<file path="src/rtl/phase_sequencer_pkg.sv">
// Shared encodings for the traffic-light phase sequencer.
package phase_sequencer_pkg;

    localparam int unsigned TW = 4;

    typedef enum logic [1:0] {
        IDLE   = 2'd0,
        GREEN  = 2'd1,
        YELLOW = 2'd2,
        RED    = 2'd3
    } state_t;

    localparam logic [2:0] LIGHT_RED    = 3'b100;
    localparam logic [2:0] LIGHT_YELLOW = 3'b010;
    localparam logic [2:0] LIGHT_GREEN  = 3'b001;

    // Lamp pattern shown in a given state; IDLE shows red.
    function automatic logic [2:0] lights_of(input state_t s);
        case (s)
            GREEN:   lights_of = LIGHT_GREEN;
            YELLOW:  lights_of = LIGHT_YELLOW;
            default: lights_of = LIGHT_RED;
        endcase
    endfunction

endpackage

</file>
<file path="src/rtl/phase_sequencer_countdown_timer.sv">
// Loadable down counter holding the ticks left in the current phase.
module countdown_timer
    import phase_sequencer_pkg::*;
(
    input  logic          clock,
    input  logic          reset_n,
    input  logic          load,
    input  logic [TW-1:0] load_value,
    input  logic          dec,
    output logic [TW-1:0] count,
    output logic          is_one
);

    logic [TW-1:0] count_next;

    // Load wins over decrement.
    always_comb begin
        count_next = count;
        if (load) begin
            count_next = load_value;
        end else if (dec) begin
            count_next = count - TW'(1);
        end
    end

    // is_one is registered alongside the count so it always matches it.
    always_ff @(posedge clock or negedge reset_n) begin
        if (!reset_n) begin
            count  <= '0;
            is_one <= 1'b0;
        end else begin
            count  <= count_next;
            is_one <= (count_next == TW'(1));
        end
    end

endmodule

</file>
<file path="src/rtl/phase_sequencer.sv">
// Traffic-light phase controller: GREEN -> YELLOW -> RED with pedestrian shortening.
module phase_sequencer
    import phase_sequencer_pkg::*;
#(
    parameter int unsigned T_GREEN     = 9,
    parameter int unsigned T_YELLOW    = 2,
    parameter int unsigned T_RED       = 7,
    parameter int unsigned SHORT_GREEN = 3
) (
    input  logic          clock,
    input  logic          reset_n,
    input  logic          enable,
    input  logic          tick,
    input  logic          ped_button,
    output logic [2:0]    lights,
    output logic          walk,
    output logic          ped_pending,
    output logic [TW-1:0] remaining,
    output logic          phase_done
);

    // Durations must fit the timer and be non-zero, otherwise a phase would never end.
    if (T_GREEN == 0 || T_GREEN > 15 || T_YELLOW == 0 || T_YELLOW > 15 ||
        T_RED == 0 || T_RED > 15 || SHORT_GREEN == 0 || SHORT_GREEN > 15) begin : g_bad_duration
        $error("phase_sequencer: phase durations must be in 1..15");
    end

    localparam logic [TW-1:0] D_GREEN  = TW'(T_GREEN);
    localparam logic [TW-1:0] D_YELLOW = TW'(T_YELLOW);
    localparam logic [TW-1:0] D_RED    = TW'(T_RED);
    localparam logic [TW-1:0] D_SHORT  = TW'(SHORT_GREEN);

    state_t        state;
    state_t        state_next;
    state_t        phase_after;
    logic [TW-1:0] dur_after;
    logic          ld;
    logic [TW-1:0] ld_val;
    logic          dec;
    logic          done_next;
    logic          ped_set;
    logic          ped_clr;
    logic          timer_is_one;

    // Successor phase and its duration.
    always_comb begin
        phase_after = GREEN;
        dur_after   = D_GREEN;
        case (state)
            GREEN: begin
                phase_after = YELLOW;
                dur_after   = D_YELLOW;
            end
            YELLOW: begin
                phase_after = RED;
                dur_after   = D_RED;
            end
            default: begin
                phase_after = GREEN;
                dur_after   = D_GREEN;
            end
        endcase
    end

    // Next state and timer control, in priority order stop > expiry > shorten > count.
    always_comb begin
        state_next = state;
        ld         = 1'b0;
        ld_val     = '0;
        dec        = 1'b0;
        done_next  = 1'b0;
        case (state)
            IDLE: begin
                if (enable) begin
                    state_next = GREEN;
                    ld         = 1'b1;
                    ld_val     = D_GREEN;
                end
            end
            default: begin
                if (!enable) begin
                    state_next = IDLE;
                    ld         = 1'b1;
                    ld_val     = '0;
                end else if (tick && timer_is_one) begin
                    state_next = phase_after;
                    ld         = 1'b1;
                    ld_val     = dur_after;
                    done_next  = 1'b1;
                end else if (state == GREEN && (ped_pending || ped_button) &&
                             remaining > D_SHORT) begin
                    ld         = 1'b1;
                    ld_val     = D_SHORT;
                end else if (tick) begin
                    dec        = 1'b1;
                end
            end
        endcase
    end

    // Request latch: armed during GREEN/YELLOW, dropped on entering RED or IDLE.
    always_comb begin
        ped_set = ped_button && (state == GREEN || state == YELLOW);
        ped_clr = (state_next == IDLE) || (state_next == RED && state != RED);
    end

    // State and registered outputs.
    always_ff @(posedge clock or negedge reset_n) begin
        if (!reset_n) begin
            state       <= IDLE;
            lights      <= LIGHT_RED;
            walk        <= 1'b0;
            ped_pending <= 1'b0;
            phase_done  <= 1'b0;
        end else begin
            state      <= state_next;
            lights     <= lights_of(state_next);
            walk       <= (state_next == RED);
            phase_done <= done_next;
            if (ped_clr) begin
                ped_pending <= 1'b0;
            end else if (ped_set) begin
                ped_pending <= 1'b1;
            end
        end
    end

    countdown_timer u_timer (
        .clock      (clock),
        .reset_n    (reset_n),
        .load       (ld),
        .load_value (ld_val),
        .dec        (dec),
        .count      (remaining),
        .is_one     (timer_is_one)
    );

endmodule
</file>
<file path="config.mk">
export PLATFORM = sky130hd
export DESIGN_NAME = phase_sequencer
export DESIGN_NICKNAME = d
export VERILOG_FILES = /design/src/rtl/phase_sequencer_pkg.sv /design/src/rtl/phase_sequencer_countdown_timer.sv /design/src/rtl/phase_sequencer.sv
export SDC_FILE = /design/constraint.sdc
export NUM_CORES = 1
export LEC_CHECK = 0
export ABC_AREA = 1
export CAP_MARGIN = 40
export CORE_MARGIN = 1
export CORE_UTILIZATION = 50
export DETAILED_ROUTE_END_ITERATION = 16
export HOLD_SLACK_MARGIN = 0.02
export PLACE_DENSITY = 0.77
export SETUP_SLACK_MARGIN = 0.5
export SLEW_MARGIN = 15
export SYNTH_ARGS = -nofsm -noshare
export SYNTH_HDL_FRONTEND = slang
export SYNTH_SLANG_ARGS = --single-unit
</file>
<file path="constraint.sdc">
create_clock -name clock -period 5.6 [get_ports clock]
set_input_delay 1.12 -clock clock [delete_from_list [all_inputs] [get_ports clock]]
set_output_delay 1.12 -clock clock [all_outputs]
set_load 0.1 [all_outputs]
</file>
# [Word-level counts from Yosys, hierarchy flattened]
# Index checks and enable logic that the tools add are counted.
[totals] reg_bits=13 out_inout_bits=10
[op_classes] n_addsub=1 n_reduce_logical=11 mux=29 order_cmp=1 n_eq_ne=7
[ops] cell="$mux W4" count=6
[ops] cell="$mux W1" count=15
[ops] cell="$mux W2" count=5
[ops] cell="$pmux W4 S2" count=1
[ops] cell="$eq A2 B2 Y1 const B" count=3
[ops] cell="$pmux W3 S2" count=1
[ops] cell="$logic_and A1 B1 Y1" count=5
[ops] cell="$eq A2 B1 Y1 const B" count=2
[ops] cell="$eq A4 B1 Y1 const B" count=1
[ops] cell="$gt A4 B2 Y1 const B" count=1
[ops] cell="$logic_not A2 Y1" count=2
[ops] cell="$pmux W2 S2" count=1
[ops] cell="$sub A4 B1 Y4 const B" count=1
[ops] cell="$logic_or A1 B1 Y1" count=3
[ops] cell="$ne A2 B2 Y1 const B" count=1
[ops] cell="$reduce_bool A2 Y1" count=1

# [Depth between registers and ports, before layout]
[logic_depth] ltp_word=10 depth_mapped=10 mapped_depth_nobuf=10

# [Modules after synthesis]
# From an unflattened synthesis, not the netlist that was laid out.
[hier_totals] hier_cells=107 hier_area_um2=839.6
[by_module_without_submodules] mod="phase_sequencer" instances=1 cells_per_inst=65 area_each_um2=529.3
[by_module_without_submodules] mod="countdown_timer" instances=1 cells_per_inst=42 area_each_um2=310.3

# [Worst setup path after synthesis]
# No wires, ideal clock.
[synth_path] path_kind="input -> register" from="in tick" to="reg ped_pending" stages=8 t_arrival_ns=2.110 setup_time_ns=0.094 n_path_buf=0 required_time_ns=5.506 slack_ns=3.396 cell_sequence="nand2_2 nor2_1 nor2_1 o21ai_0 o21ai_0 inv_1 ha_1 a211oi_1"
[synth_via] elab_chain_cells=8 elab_cells_between_ends=10
[synth_rtl] element="start, declared" line="phase_sequencer.sv:13" rtl="input logic tick,"
[synth_rtl] element="$logic_and A1 B1 Y1 *" line="phase_sequencer.sv:85" rtl="end else if (tick && timer_is_one) begin"
[synth_rtl] element="$mux W2 *" line="phase_sequencer.sv:85"
[synth_rtl] element="$mux W2 *" line="phase_sequencer.sv:81" rtl="if (!enable) begin"
[synth_rtl] element="$mux W2 *" line="phase_sequencer.sv:72" rtl="case (state)"
[synth_rtl] element="net state_next[1]" line="phase_sequencer.sv:34" rtl="state_t state_next;"
[synth_rtl] element="$eq A2 B2 Y1" line="phase_sequencer.sv:104" rtl="ped_clr = (state_next == IDLE) || (state_next == RED && state != RED);"
[synth_rtl] element="$logic_and A1 B1 Y1" line="phase_sequencer.sv:104"
[synth_rtl] element="$logic_or A1 B1 Y1 *" line="phase_sequencer.sv:104"
[synth_rtl] element="$mux W1 / $reduce_bool A2 Y1 (equally long branches)"
[synth_rtl] element="end signal, assigned" line="phase_sequencer.sv:113" rtl="ped_pending <= 1'b0;"
[synth_rtl] element="end signal, assigned" line="phase_sequencer.sv:121" rtl="ped_pending <= 1'b0;"
[synth_rtl] element="end signal, assigned" line="phase_sequencer.sv:123" rtl="ped_pending <= 1'b1;"
[synth_rtl] element="end, declared" line="phase_sequencer.sv:17" rtl="output logic ped_pending,"
# Mark *: on every way through the listed nets, which the timed path passes. The rest lies on a longest branch.
# A chain may end at the register's enable or synchronous reset.

# [Final worst setup path]
[layout_path] from="in enable" to="reg ped_pending"
[layout_via] elab_chain_cells=6 elab_cells_between_ends=9
[layout_rtl] element="start, declared" line="phase_sequencer.sv:12" rtl="input logic enable,"
[layout_rtl] element="$mux W2 (on tied branches)" line="phase_sequencer.sv:81, phase_sequencer.sv:74"
[layout_rtl] element="$mux W2 *" line="phase_sequencer.sv:72"
[layout_rtl] element="net state_next[1]" line="phase_sequencer.sv:34"
[layout_rtl] element="$eq A2 B2 Y1" line="phase_sequencer.sv:104"
[layout_rtl] element="$logic_and A1 B1 Y1" line="phase_sequencer.sv:104"
[layout_rtl] element="$logic_or A1 B1 Y1 *" line="phase_sequencer.sv:104"
[layout_rtl] element="$mux W1 / $reduce_bool A2 Y1 (equally long branches)"
# Marks and branches as above.

==> impl_metrics.prom <==
# TYPE chip_impl_metric gauge
chip_impl_metric{name="worstSkewPairLatency",unit="ns"} 0.27
chip_impl_metric{name="clock_sink_count",unit=""} 13
chip_impl_metric{name="simple_gate_area_share_of_the_yosys_netlist",unit="%"} 26.3
chip_impl_metric{name="period_minus_slack",unit="ns"} 2.76
chip_impl_metric{name="hold-worst-slack",unit="ns"} 0.620
chip_impl_metric{name="fp.dieArea",unit="sq um"} 1760
chip_impl_metric{name="dr_wl_met2",unit="um"} 962
chip_impl_info{name="startpoint",value="enable"} 1
chip_impl_info{name="main_combinational_cell_family_by_area_after_synthesis",value="simple AND/OR/NAND/NOR gates"} 1
chip_impl_metric{name="num_vias",unit=""} 649
chip_impl_info{name="clk_root_buffer_cell",value="sky130_fd_sc_hd__clkbuf_4"} 1
chip_impl_info{name="worst_min_delay_path_class",value="flop to flop"} 1
chip_impl_metric{name="crit_required",unit="ns"} 5.78
chip_impl_metric{name="synthMuxAreaShare",unit="%"} 0
chip_impl_metric{name="final_layout_size_suffix_gt1_share",unit="%"} 21.0
chip_impl_metric{name="globalRouteOverflowTotal",unit=""} 0
chip_impl_metric{name="synth_largest_type_area_fraction",unit="%"} 37.7
chip_impl_metric{name="final.fill_count",unit=""} 110
chip_impl_metric{name="detail_route.wl_per_cell",unit="um"} 12.5
chip_impl_metric{name="cts-root-to-sink-buffers",unit=""} 2
chip_impl_metric{name="placementRows",unit=""} 14
chip_impl_metric{name="wirelength",unit="um"} 1690
chip_impl_metric{name="core-area",unit="sq um"} 1490
chip_impl_metric{name="synthesis.nets",unit=""} 105
chip_impl_info{name="synth.cells.most_frequent",value="sky130_fd_sc_hd__nand2_1 (22), sky130_fd_sc_hd__inv_1 (18), sky130_fd_sc_hd__dfrtp_1 (12), sky130_fd_sc_hd__ha_1 (9)"} 1
chip_impl_metric{name="report.final.slew_viol_count",unit=""} 0
chip_impl_metric{name="synth-async-reset-ratio",unit="%"} 100
chip_impl_info{name="synth_flop_cell",value="sky130_fd_sc_hd__dfrtp_1"} 1
chip_impl_metric{name="nNetsFinal",unit=""} 134
chip_impl_metric{name="final.setup.tns",unit="ns"} 0
chip_impl_info{name="critical_path_cell_sequence",value="clkdlybuf4s50_1, inv_2, nor2_8, inv_1, nor2_1, o21ai_0, o21ai_0, inv_1, ha_1, a211oi_1"} 1
chip_impl_metric{name="mapped_cells",unit=""} 91
chip_impl_metric{name="io_buffer_count",unit=""} 14
chip_impl_info{name="crit_type",value="input pin to flop"} 1
chip_impl_metric{name="actual_transition_at_the_worst_max_transition_pin",unit="ns"} 0.576
chip_impl_info{name="post-synth-top-count-cell",value="sky130_fd_sc_hd__nand2_1"} 1
chip_impl_metric{name="via_per_inst",unit=""} 4.81
chip_impl_metric{name="grt_antenna_before_repair",unit=""} 0
chip_impl_metric{name="post_synth.cell_area_avg",unit="sq um"} 8.74
chip_impl_metric{name="timing.critical_path.arrival",unit="ns"} 2.94
chip_impl_metric{name="starting_density_of_the_core",unit="%"} 53.4
chip_impl_metric{name="cts_hold_repair.buffers",unit=""} 0
chip_impl_metric{name="yosysWarningCount",unit=""} 0
chip_impl_metric{name="resized_gates_after_cts",unit=""} 0
chip_impl_metric{name="insertedDiodeCount",unit=""} 0
chip_impl_metric{name="crit_fanout",unit=""} 5
chip_impl_metric{name="number_of_buffers_created_by_cts",unit=""} 3
chip_impl_metric{name="global_route.usage.total",unit="%"} 22.0
chip_impl_info{name="grt_setup_unrepaired",value="false"} 1
chip_impl_metric{name="area_growth",unit="%"} 42.3
chip_impl_info{name="endpoint_kind",value="flop"} 1
chip_impl_info{name="timing.rr.start",value="state[0]$_DFF_PN0_"} 1
chip_impl_metric{name="drt_drc_violations_left",unit=""} 0
chip_impl_metric{name="detailedRoute.firstPassIterationCount",unit=""} 4
chip_impl_metric{name="synth_xor_xnor_area_share",unit="%"} 2.20
chip_impl_metric{name="synth-seq-area-share",unit="%"} 41.0
chip_impl_metric{name="chipHeight",unit="um"} 41.9
chip_impl_metric{name="synth_enable_flop_cells",unit=""} 0
chip_impl_metric{name="maxClockFrequency",unit="GHz"} 0.363
chip_impl_metric{name="skew_final",unit="ns"} 0.00533
chip_impl_info{name="cts_tree",value="built"} 1
chip_impl_info{name="min-delay-start",value="u_timer.count[0]$_DFF_PN0_"} 1
chip_impl_metric{name="final_min_period_over_clock_period",unit="%"} 49.2
chip_impl_info{name="routed.top_layer",value="met4"} 1
chip_impl_metric{name="synthesis.area",unit="sq um"} 796
chip_impl_metric{name="cts_htree_levels",unit=""} 1
chip_impl_metric{name="die_outline_width",unit="um"} 41.9
chip_impl_metric{name="yosys.cell_types.count",unit=""} 20
chip_impl_metric{name="detailroute.wirelength.met3",unit="um"} 35
chip_impl_metric{name="ioPinCount",unit=""} 15
chip_impl_info{name="critical_path.slowest_cell",value="sky130_fd_sc_hd__clkdlybuf4s50_1"} 1
chip_impl_metric{name="wl_met1",unit="um"} 680
chip_impl_metric{name="r2r_slack",unit="ns"} 3.51
chip_impl_metric{name="post_synth_fa_ha_maj_area_fraction",unit="%"} 14.2
chip_impl_metric{name="detailed_place_hpwl",unit="um"} 1410
chip_impl_metric{name="final_setup_violation_count",unit=""} 0
chip_impl_metric{name="gp_congestion",unit=""} 0.880
chip_impl_metric{name="detail_route.iter0.violations",unit=""} 10
chip_impl_metric{name="count_of_state_elements_after_synthesis",unit=""} 13
chip_impl_metric{name="synth_area_in_compound_gates",unit="%"} 6.92
chip_impl_info{name="start_kind",value="input pin"} 1
chip_impl_metric{name="post-cts-setup-buffers",unit=""} 0
chip_impl_metric{name="grt_pass1_vias",unit=""} 693
chip_impl_metric{name="maxCapViolCount",unit=""} 0
chip_impl_metric{name="grt_start_max_net_pins",unit=""} 14
chip_impl_metric{name="final-hold-violation-count",unit=""} 0
chip_impl_metric{name="cpPeakStageDelay",unit="ns"} 0.56
chip_impl_metric{name="slew_headroom",unit="%"} 61.5
chip_impl_metric{name="ant_nets",unit=""} 0
chip_impl_info{name="run_status",value="finished clean"} 1
chip_impl_info{name="synth_largest_area_cell",value="sky130_fd_sc_hd__dfrtp_1"} 1
chip_impl_info{name="synth.area.top_cells",value="sky130_fd_sc_hd__dfrtp_1 (38%), sky130_fd_sc_hd__ha_1 (14%), sky130_fd_sc_hd__nand2_1 (10%), sky130_fd_sc_hd__inv_1 (8.5%), sky130_fd_sc_hd__nand3_2 (5.0%)"} 1
chip_impl_metric{name="grt_pass1_wl",unit="um"} 2880
chip_impl_metric{name="path_clk_slew",unit="ns"} 0.08
==> routing by layer <==
layer	vias up	track usage [%]
li1	333	-
met1	304	24.9
met2	10	41.3
met3	2	3.91
met4	0	7.10
met5	-	0
==> final timing paths <==
path	end	depth (start not counted)
min reg2reg	u_timer.count[0]$_DFF_PN0_	2
min in group asynchronous	u_timer.count[3]$_DFF_PN0_	1
max	ped_pending$_DFFE_PN0P_	10
min	u_timer.count[0]$_DFF_PN0_	2
max reg2reg	ped_pending$_DFFE_PN0P_	10
max in group asynchronous	lights[2]$_DFF_PN1_	1
==> sequential cells by signal, summed over array words and instances (netlist names) <==
name	flops
u_timer.count	4
lights	3
state	2
ped_pending	1
phase_done	1
u_timer.is_one	1
walk	1
==> area by class of cell <==
type                    instances  area (sq um)  area share [%]
multi-input cells              58           394            34.8
flip-flops and latches         13           327            28.8
repair buffers                 24           290            25.6
inverters                      20          75.1            6.63
clock buffers                   4          26.3            2.32
well taps                      16          20.0            1.77
==> worst max-delay path, delay by kind of cell <==
family | cells | cell delay, ns
buffers and inverters | 4 | 0.84
adders and majority gates | 1 | 0.21
and+or+nand+nor | 2 | 0.23
AOI/OAI and AO/OA | 3 | 0.53
==> cell families after synthesis <==
kind of cell,Yosys count
compound gates,10
xor+xnor,2
simple gates,37
fa+ha+maj,9
buf+inv,20
flops,13
==> layout by cell type, fill, tap and decap left out, drive strengths merged, types with 3 or more instances in the layout <==
cell type      Yosys  routed
nor2               6       6
a21oi              3       3
dfrtp             12      12
inv               20      20
nand2             23      23
nand3              7       7
clkbuf             0       4
clkdlybuf4s50      0      14
buf                0      10
o21ai              5       5
ha                 9       9
==> through the flow <==
stage | utilization, % | setup slack (ns) | area, sq um | instances
after floorplan | - | 3.40 | 796 | 91
after global placement | 64.2 | 2.75 | 956 | 121
after detailed placement | 74.3 | 2.58 | 1110 | 131
after CTS | 76.1 | 2.86 | 1130 | 135
after global routing | 76.1 | 2.75 | 1130 | 135
final | 76.1 | 2.84 | 1130 | 135
Power is left out: the tool's default activity adds up to more than one toggle a clock period on the data nets, which glitch-free logic cannot reach.
